<file path="config.mk">
export PLATFORM = sky130hd
export DESIGN_NAME = nabp_filter_sequencer
export DESIGN_NICKNAME = d
export VERILOG_FILES = /design/src/rtl/nabp_filter_sequencer_pkg.sv /design/src/rtl/nabp_filter_sequencer_out_stage.sv /design/src/rtl/nabp_filter_sequencer.sv
export SDC_FILE = /design/constraint.sdc
export NUM_CORES = 1
export LEC_CHECK = 0
export ABC_AREA = 0
export BUFFER_PORTS_ARGS = -buffer_cell sky130_fd_sc_hd__buf_2
export CAP_MARGIN = 10
export CORE_MARGIN = 3
export CORE_UTILIZATION = 46
export DETAILED_ROUTE_END_ITERATION = 8
export PLACE_DENSITY = 0.75
export SETUP_SLACK_MARGIN = 0.4
export SYNTH_ARGS = -nofsm -noshare
export SYNTH_HDL_FRONTEND = slang
export SYNTH_SLANG_ARGS = --single-unit
</file>
<file path="constraint.sdc">
create_clock -name clk -period 1.9 [get_ports clk]
set_clock_uncertainty 0.15 [all_clocks]
set_input_delay 0.095 -clock clk [delete_from_list [all_inputs] [get_ports clk]]
set_output_delay 0.095 -clock clk [all_outputs]
set_load 0.005 [all_outputs]
</file>
<file path="src/rtl/nabp_filter_sequencer_pkg.sv">
// ---------------------------------------------------------------------------
// nabp_filter_sequencer_pkg
// Shared definitions for the projection filter sequencer:
//   - state_e     : sequencer FSM state encoding (IDLE, FEED, NEXT, FIN)
//   - kDataLength, kFilteredDataLength : raw / filtered sample widths
//   - kProjectionLength, kNumAngles, kFilterLatency : frame geometry
//   - width_of()  : clog2 that never returns 0, so single-entry ranges
//                   still get a 1-bit field
//   - kAddrWidth, kAngleWidth : derived address / angle widths
// ---------------------------------------------------------------------------
package nabp_filter_sequencer_pkg;

    typedef enum logic [1:0] {
        ST_IDLE = 2'd0,
        ST_FEED = 2'd1,
        ST_NEXT = 2'd2,
        ST_FIN  = 2'd3
    } state_e;

    localparam int kDataLength         = 8;
    localparam int kFilteredDataLength = 16;
    localparam int kProjectionLength   = 256;
    localparam int kNumAngles          = 180;
    localparam int kFilterLatency      = 24;

    function automatic int width_of(input int n);
        return (n <= 1) ? 1 : $clog2(n);
    endfunction

    localparam int kAddrWidth  = width_of(kProjectionLength);
    localparam int kAngleWidth = width_of(kNumAngles);

endpackage

</file>
<file path="src/rtl/nabp_filter_sequencer_out_stage.sv">
// ---------------------------------------------------------------------------
// nabp_filter_sequencer_out_stage
// Holding register for writes into the filtered-projection buffer, plus the
// pipeline advance signal derived from it.
// Ports:
//   clk, reset_n        : clock, asynchronous active-low reset
//   load_i              : capture a new filtered sample this cycle
//   angle_i/addr_i/data_i : sample tag and value to capture
//   dst_ready_i         : buffer accepts the held write
//   dst_valid_o, dst_angle_o, dst_addr_o, dst_data_o : held write request
//   adv_o               : whole sequencer pipeline may advance this cycle
//
// Handshake: a write transfers in a cycle where dst_valid_o && dst_ready_i.
// While dst_valid_o is high its angle/addr/data are stable. A held write that
// is not accepted stalls the whole pipeline (adv_o low), so load_i can only
// arrive while the register is empty or being drained that same cycle.
// ---------------------------------------------------------------------------
module nabp_filter_sequencer_out_stage
    import nabp_filter_sequencer_pkg::*;
#(
    parameter int FILTERED_WIDTH = kFilteredDataLength,
    parameter int ADDR_WIDTH     = kAddrWidth,
    parameter int ANGLE_WIDTH    = kAngleWidth
) (
    input  logic                      clk,
    input  logic                      reset_n,
    input  logic                      load_i,
    input  logic [ANGLE_WIDTH-1:0]    angle_i,
    input  logic [ADDR_WIDTH-1:0]     addr_i,
    input  logic [FILTERED_WIDTH-1:0] data_i,
    input  logic                      dst_ready_i,
    output logic                      dst_valid_o,
    output logic [ANGLE_WIDTH-1:0]    dst_angle_o,
    output logic [ADDR_WIDTH-1:0]     dst_addr_o,
    output logic [FILTERED_WIDTH-1:0] dst_data_o,
    output logic                      adv_o
);

    logic                      valid_q;
    logic [ANGLE_WIDTH-1:0]    angle_q;
    logic [ADDR_WIDTH-1:0]     addr_q;
    logic [FILTERED_WIDTH-1:0] data_q;

    assign adv_o = !(valid_q && !dst_ready_i);

    always_ff @(posedge clk or negedge reset_n) begin
        if (!reset_n) begin
            valid_q <= 1'b0;
            angle_q <= '0;
            addr_q  <= '0;
            data_q  <= '0;
        end else if (load_i) begin
            valid_q <= 1'b1;
            angle_q <= angle_i;
            addr_q  <= addr_i;
            data_q  <= data_i;
        end else if (valid_q && dst_ready_i) begin
            valid_q <= 1'b0;
        end
    end

    assign dst_valid_o = valid_q;
    assign dst_angle_o = angle_q;
    assign dst_addr_o  = addr_q;
    assign dst_data_o  = data_q;

endmodule

</file>
<file path="src/rtl/nabp_filter_sequencer.sv">
// ---------------------------------------------------------------------------
// nabp_filter_sequencer
// Streams every projection line from the sinogram RAM through the FIR filter,
// appends FILTER_LATENCY zero samples to flush it, and writes the aligned
// filtered samples into the filtered-projection buffer.
// Ports:
//   clk, reset_n           : clock, asynchronous active-low reset
//   kick                   : frame start (only honoured in IDLE)
//   busy, done             : frame in progress / one-cycle completion pulse
//   src_rd_en, src_angle, src_addr, src_data : sinogram read port
//                            (data returns one cycle after src_rd_en)
//   filter_enable, filter_val_in, filter_val_out : FIR filter connection
//   dst_valid, dst_ready, dst_angle, dst_addr, dst_data : buffer write port
//   state_dbg              : current FSM state
//
// Pipeline: stage 0 issues stream index cnt (reads for cnt < P, flush zeros
// after), stage 1 feeds index j to the filter, whose output for j-L appears
// during enable cycle j and is captured by the output stage. Everything
// freezes while a held write is refused.
// ---------------------------------------------------------------------------
module nabp_filter_sequencer
    import nabp_filter_sequencer_pkg::*;
#(
    parameter int DATA_WIDTH     = kDataLength,
    parameter int FILTERED_WIDTH = kFilteredDataLength,
    parameter int PROJ_LEN       = kProjectionLength,
    parameter int NUM_ANGLES     = kNumAngles,
    parameter int FILTER_LATENCY = kFilterLatency,
    parameter int ADDR_WIDTH     = width_of(PROJ_LEN),
    parameter int ANGLE_WIDTH    = width_of(NUM_ANGLES)
) (
    input  logic                      clk,
    input  logic                      reset_n,
    input  logic                      kick,
    output logic                      busy,
    output logic                      done,
    output logic                      src_rd_en,
    output logic [ANGLE_WIDTH-1:0]    src_angle,
    output logic [ADDR_WIDTH-1:0]     src_addr,
    input  logic [DATA_WIDTH-1:0]     src_data,
    output logic                      filter_enable,
    output logic [DATA_WIDTH-1:0]     filter_val_in,
    input  logic [FILTERED_WIDTH-1:0] filter_val_out,
    output logic                      dst_valid,
    input  logic                      dst_ready,
    output logic [ANGLE_WIDTH-1:0]    dst_angle,
    output logic [ADDR_WIDTH-1:0]     dst_addr,
    output logic [FILTERED_WIDTH-1:0] dst_data,
    output logic [1:0]                state_dbg
);

    // Stream index spans 0 .. P+L-1, so it needs its own width.
    localparam int CNT_WIDTH = width_of(PROJ_LEN + FILTER_LATENCY);

    localparam logic [CNT_WIDTH-1:0]   P_C          = CNT_WIDTH'(PROJ_LEN);
    localparam logic [CNT_WIDTH-1:0]   L_C          = CNT_WIDTH'(FILTER_LATENCY);
    localparam logic [CNT_WIDTH-1:0]   LAST_C       = CNT_WIDTH'(PROJ_LEN + FILTER_LATENCY - 1);
    localparam logic [ANGLE_WIDTH-1:0] ANGLE_LAST_C = ANGLE_WIDTH'(NUM_ANGLES - 1);

    state_e                 state_q;
    logic [CNT_WIDTH-1:0]   cnt_q;
    logic [ANGLE_WIDTH-1:0] angle_q;
    logic                   busy_q;
    logic                   done_q;
    logic                   s1_valid_q;
    logic [CNT_WIDTH-1:0]   s1_j_q;

    logic                   adv;
    logic                   issue;
    logic                   load;
    logic [ADDR_WIDTH-1:0]  load_addr;

    // ---------------- stage 0: issue ----------------
    assign issue     = (state_q == ST_FEED) && adv;
    assign src_rd_en = issue && (cnt_q < P_C);
    assign src_addr  = ADDR_WIDTH'(cnt_q);
    assign src_angle = angle_q;

    // ---------------- stage 1: filter feed ----------------
    // Indices at or beyond P are the flush tail and feed zeros. The source
    // holds src_data across stalls, so a frozen stage 1 stays coherent.
    assign filter_enable = s1_valid_q && adv;
    assign filter_val_in = (s1_valid_q && (s1_j_q < P_C)) ? src_data : '0;

    // The first L enable cycles of a line only prime the filter.
    assign load      = filter_enable && (s1_j_q >= L_C);
    assign load_addr = ADDR_WIDTH'(s1_j_q - L_C);

    always_ff @(posedge clk or negedge reset_n) begin
        if (!reset_n) begin
            s1_valid_q <= 1'b0;
            s1_j_q     <= '0;
        end else if (adv) begin
            s1_valid_q <= (state_q == ST_FEED);
            s1_j_q     <= cnt_q;
        end
    end

    // ---------------- sequencer FSM ----------------
    always_ff @(posedge clk or negedge reset_n) begin
        if (!reset_n) begin
            state_q <= ST_IDLE;
            cnt_q   <= '0;
            angle_q <= '0;
            busy_q  <= 1'b0;
            done_q  <= 1'b0;
        end else begin
            done_q <= 1'b0;
            unique case (state_q)
                ST_IDLE: begin
                    if (kick) begin
                        state_q <= ST_FEED;
                        cnt_q   <= '0;
                        angle_q <= '0;
                        busy_q  <= 1'b1;
                    end
                end
                ST_FEED: begin
                    if (adv) begin
                        if (cnt_q == LAST_C) begin
                            state_q <= ST_NEXT;
                        end else begin
                            cnt_q <= cnt_q + CNT_WIDTH'(1);
                        end
                    end
                end
                // Stage 1 consumes the line's final index here; the angle
                // only moves after that sample has been tagged.
                ST_NEXT: begin
                    if (adv) begin
                        if (angle_q == ANGLE_LAST_C) begin
                            state_q <= ST_FIN;
                        end else begin
                            angle_q <= angle_q + ANGLE_WIDTH'(1);
                            cnt_q   <= '0;
                            state_q <= ST_FEED;
                        end
                    end
                end
                // Nothing new can load here, so adv means the last write
                // is gone or leaving this cycle.
                ST_FIN: begin
                    if (adv) begin
                        state_q <= ST_IDLE;
                        busy_q  <= 1'b0;
                        done_q  <= 1'b1;
                    end
                end
                default: state_q <= ST_IDLE;
            endcase
        end
    end

    assign busy      = busy_q;
    assign done      = done_q;
    assign state_dbg = state_q;

    nabp_filter_sequencer_out_stage #(
        .FILTERED_WIDTH (FILTERED_WIDTH),
        .ADDR_WIDTH     (ADDR_WIDTH),
        .ANGLE_WIDTH    (ANGLE_WIDTH)
    ) u_out_stage (
        .clk         (clk),
        .reset_n     (reset_n),
        .load_i      (load),
        .angle_i     (angle_q),
        .addr_i      (load_addr),
        .data_i      (filter_val_out),
        .dst_ready_i (dst_ready),
        .dst_valid_o (dst_valid),
        .dst_angle_o (dst_angle),
        .dst_addr_o  (dst_addr),
        .dst_data_o  (dst_data),
        .adv_o       (adv)
    );

endmodule

</file>
**Word level (Yosys, flattened, before mapping)**

Cells that the tools add are included.

- Input bits: 28
- Register bits: 64

- Eq/ne operators: 12
- Reductions and logical operators: 18
- $lt $le $gt $ge: 3
- $add $sub $neg: 3
- Mux-type cells: 25

Operators by type and width:

| kind | number |
|---|---|
| $mux 9 | 5 |
| $mux 8 | 4 |
| $pmux 9 s3 | 1 |
| $lt 9x9->1 const B | 2 |
| $pmux 8 s2 | 1 |
| $mux 2 | 6 |
| $ne 2x2->1 const B | 6 |
| $add 9x1->9 const B | 1 |
| $eq 9x9->1 const B | 1 |
| $ge 9x5->1 const B | 1 |
| $add 8x1->8 const B | 1 |
| $eq 8x8->1 const B | 1 |
| $pmux 2 s4 | 1 |
| $sub 8x5->8 const B | 1 |
| $logic_and 1x1->1 | 7 |
| $mux 1 | 6 |
| $reduce_and 6->1 | 1 |
| $reduce_bool 2->1 | 3 |
| $reduce_and 5->1 | 1 |
| $eq 2x2->1 const B | 2 |
| $reduce_and 4->1 | 1 |
| $reduce_and 3->1 | 1 |
| $reduce_bool 3->1 | 1 |
| $eq 2x1->1 const B | 1 |
| 4 further kinds | 5 |

**Logic depth before layout (Yosys ltp)**

- Depth after elaboration: 6
- Depth in mapped cells: 7

**By module**

A second synthesis with hierarchy kept.

- Cells, all modules: 247
- Area, all modules: 3106.7 um^2

Modules (own cells, without submodules):

| module | cells an instance | area an instance (um^2) | sequential area each (um^2) | times used |
|---|---|---|---|---|
| nabp_filter_sequencer | 176 | 1727.9 | 775.7 | 1 |
| nabp_filter_sequencer_out_stage | 71 | 1378.8 | 825.8 | 1 |

**Least setup slack after synthesis**

Ideal clock, no wire load.

- Path type: reg2reg
- Start point: reg s1_j_q[3]
- End point: reg u_out_stage.addr_q[0] (netlist: u_out_stage.dst_addr_o[0])
- Required time: 1.625 ns
- Setup time: 0.125 ns
- Arrival time: 1.841 ns
- Path slack: -0.216 ns
- Cell stages (with the launch flop): 7
- Period minus slack after synthesis: 2.116 ns
- Cells stage by stage: dfrtp_1 -> ha_1 -> or3_4 -> o311ai_4 -> buf_6 -> buf_8 -> mux2_2

- Cells in the longest elaborated chain, start to end: 2

Ends and longest elaborated chain:

| what | RTL line | text |
|---|---|---|
| start: declaration | nabp_filter_sequencer.sv:66 | `logic [CNT_WIDTH-1:0] s1_j_q;` |
| start signal: assignment | nabp_filter_sequencer.sv:95 | `s1_j_q <= cnt_q;` |
| $ge 9x5->1 | nabp_filter_sequencer.sv:86 | `assign load = filter_enable && (s1_j_q >= L_C);` |
| $logic_and 1x1->1 | nabp_filter_sequencer.sv:86 |  |
| end signal: assignment | nabp_filter_sequencer_out_stage.sv:55 | `addr_q <= addr_i;` |
| end: declaration | nabp_filter_sequencer_out_stage.sv:41 | `logic [ADDR_WIDTH-1:0] addr_q;` |

No other way between the ends.
A chain may end at the register's enable or synchronous reset.

**Worst setup path in the final report**

- Start point: reg s1_j_q[4]
- End point: reg u_out_stage.angle_q[6] (netlist: u_out_stage.dst_angle_o[6])

- Cells in the longest elaborated chain, start to end: 2

Ends and longest elaborated chain:

| what | RTL line | text |
|---|---|---|
| $ge 9x5->1 | nabp_filter_sequencer.sv:86 |  |
| $logic_and 1x1->1 | nabp_filter_sequencer.sv:86 |  |
| end signal: assignment | nabp_filter_sequencer_out_stage.sv:54 | `angle_q <= angle_i;` |
| end: declaration | nabp_filter_sequencer_out_stage.sv:40 | `logic [ANGLE_WIDTH-1:0] angle_q;` |

No other way between the ends.

==> metrics.md <==
| Metric | Value |
|---|---|
| Highest Signal Layer | `met4` |
| Arr. time, crit path | `2.16 ns` |
| Syn_nets | `303` |
| Max-slew headroom | `60.63%` |
| Remaining DRCs | `0` |
| DRT antenna net count | `0` |
| Post-synth EDFFs | `0` |
| Mapped Cells | `272` |
| Final net count | `461` |
| CP required | `1.98 ns` |
| DRT Pass-1 Iters | `4` |
| Final period utilization | `109.6%` |
| Final wirelength | `9.132 mm` |
| Total CTS buffers | `9` |
| Synth top area cells | `dfrtp_1 53%, mux2_2 10%, nand2_1 6.0%` |
| Post-synth top area cell | `dfrtp_1` |
| Filler Cells Inserted | `342` |
| Ys Warns | `0` |
| GRT Total Usage | `24.00%` |
| Dpl hpwl | `5.060 mm` |
| Async set or reset register ratio after synthesis | `100.0%` |
| Final setup viols | `37` |
| DIE HEIGHT | `86.92 um` |
| Synth cell count leaders | `64 x dfrtp_1, 48 x nand2_1, 27 x mux2_2` |
| Met1 WL | `3.640 mm` |
| Largest net degree at the start of global routing | `43` |
| Hold WC Path Type | `in2reg` |
| Mapped Avg Cell Area | `11.07 um2` |
| First-pass GRT wire length | `13.97 mm` |
| Area growth syn-to-layout | `59.24%` |
| Failing checks | `negative setup slack` |
| CTS tree | `built` |
| Total number of vias | `2669` |
| H-Tree Depth | `3` |
| Reg clk slew, reported paths | `0.08 ns` |
| P_leak | `2.474 nW` |
| Metal3 WL | `520 um` |
| Vias in the first global route | `2821` |
| # rows | `28` |
| Most used DFF post-synth | `dfrtp_1` |
| Core Region | `0.006131 mm2` |
| Slew Limit Fails | `0` |
| Global placement routability congestion | `0.8753` |
| Pwr/cell area | `1599 mW/mm2` |
| Die ar. | `0.007554 mm2` |
| Synthesized cell area | `0.003012 mm2` |
| Worst Max-Slew Pin Slew | `0.5906 ns` |
| Area fraction of the dominant cell type after synthesis | `53.18%` |
| Unrepaired setup endpoints after global routing | `yes` |
| 1st-iter DRT viols | `153` |
| Post-route setup slack | `-0.1818 ns` |
| Share of cells above drive strength 1 | `55.40%` |
| Via/cell ratio | `5.233` |
| Starting Density | `49.12%` |
| Buffers added on ports | `90` |
| Grt ovf | `0` |
| WL/cell | `17.91 um` |
| Boundary Pins | `91` |
| Max_cap viols | `0` |
| Worst vdd ir | `1.163 mV` |
| Fin area | `0.004796 mm2` |
| Crit path max fanout | `17` |
| Fin crit period | `2.082 ns` |
| Clock buffer depth | `2` |
| Seq cells post-synth | `64` |
| Clock Sinks | `64` |
| Final hold viol count | `0` |
| Met2 Wirelength | `4.830 mm` |
| Critical path endpoint category | `flop` |
| DP Area | `0.003850 mm2` |
| Tot Pwr | `7.669 mW` |
| Sequential area share after synthesis | `53.18%` |
| Fmax | `0.4804 GHz` |
| Distinct cell type count after synthesis | `50` |
| ANT cells | `0` |
| Worst-Skew Late Latency | `0.34 ns` |
| CTS root buf | `clkbuf_8` |
| Initial antenna violation count | `0` |
| Startpoint Class | `flop` |
| Critical path type | `reg2reg` |
| Most frequent cell after synthesis | `dfrtp_1` |
| Die X | `86.92 um` |
| Status | `finished with violations` |
-- through the flow --
step | TNS [ns] | std cells | setup slack [ns] | utilization (%) | hold slack [ns]
2_1_floorplan | -3.335 | 272 | -0.1784 | - | -0.3506
3_3_place_gp | -4.208 | 454 | -0.1651 | 62.80 | -0.03408
4_1_cts | -3.844 | 502 | -0.1671 | 75.47 | 0.08191
6_report | -4.709 | 510 | -0.1818 | 78.22 | 0.09739
5_1_grt | -6.718 | 510 | -0.2373 | 78.22 | 0.08784
3_5_place_dp | -5.294 | 454 | -0.2097 | 62.80 | -0.02542
-- routing by layer --
metal,up-vias,GRT usage (%)
met4,0,7.649
met2,88,43.06
met3,13,5.298
met5,-,0
met1,1311,28.38
li1,1257,-
-- critical path, cell delays in order, from the launching register on --
cell and delay, ns:
dfrtp_1 0.38, ha_2 0.18, or3_4 0.34, o311ai_4 0.26, buf_4 0.19, buf_16 0.16, mux2_4 0.31
-- power breakdown --
group,internal [mW],switching [mW]
Sequential,1.93,0.431
Combinational,2.44,1.66
Clock,0.643,0.562
-- registers in the layout, indices dropped and copies added, names as in the netlist --
| signal | flops |
|---|---|
| s1_j_q | 9 |
| done | 1 |
| busy | 1 |
| cnt_q | 9 |
| u_out_stage.dst_valid_o | 1 |
| state_dbg | 2 |
| s1_valid_q | 1 |
| src_angle | 8 |
| u_out_stage.dst_angle_o | 8 |
| u_out_stage.dst_data_o | 16 |
| u_out_stage.dst_addr_o | 8 |
-- worst paths after layout --
path	startpoint	end	slack (ns)	depth (start not counted)
hold / removal	kick	busy	0.1	3
max in group asynchronous	reset_n	s1_j_q[8]	0.83	3
hold reg to reg	u_out_stage.dst_addr_o[6]	u_out_stage.dst_addr_o[6]	0.33	2
setup reg to reg	s1_j_q[4]	u_out_stage.dst_angle_o[6]	-0.18	6
setup / recovery	s1_j_q[4]	u_out_stage.dst_angle_o[6]	-0.18	6
min in group asynchronous	reset_n	u_out_stage.dst_data_o[15]	0.14	2
-- cells by family (layout without fill, tap and decap cells) --
family / Yosys count / in the layout / share of synthesized area, %
DFF: 64 / 64 / 53.18
xor gates and xnor gates: 8 / 8 / 2.327
muxes: 30 / 30 / 11.30
buffers and inverters: 23 / 186 / 4.694
AOI/OAI and AO/OA: 31 / 31 / 7.977
and+or+nand+nor: 113 / 113 / 19.28
adders and majority gates: 3 / 3 / 1.246
-- repair_timing --
action,in CTS,in global routing
pin swaps,10,12
buffers inserted,13,7
hold buffers,17,0
endpoints found under the setup margin,62,62
endpoints found under the hold margin,38,0
gates cloned,2,1
gates resized for setup,60,19
-- area by class of cell --
cell class                      instances  area (um2)  area share [%]
Timing Repair Buffer                  168        1266           26.40
Tap cell                               75       93.84           1.957
Sequential cell                        64        1605           33.47
Clock buffer                           10       137.6           2.870
Multi-Input combinational cell        185        1617           33.71
Inverter                                2       7.507          0.1565
Clock inverter                          6       68.82           1.435
-- layout by cell type, fill, tap and decap left out, drive strengths merged, types with 2 or more instances in the layout --
cell and instances:
buf 150, dfrtp 64, nand2 49, mux2 29
dlygate4sd3 17, nor2 11, clkbuf 11, and2 11
nand3 8, o21ai 8, nor4 7, xnor2 6
a21oi 5, nor2b 5, clkinvlp 4, o21ba 3
a31oi 3, a211o 3, nand4 3, or3 3
nand2b 3, nor3 3, ha 3, and3 2
nor4b 2, inv 2, xor2 2, o21bai 2
a221o 2
Note: power is estimated with default switching activity, not from simulation.
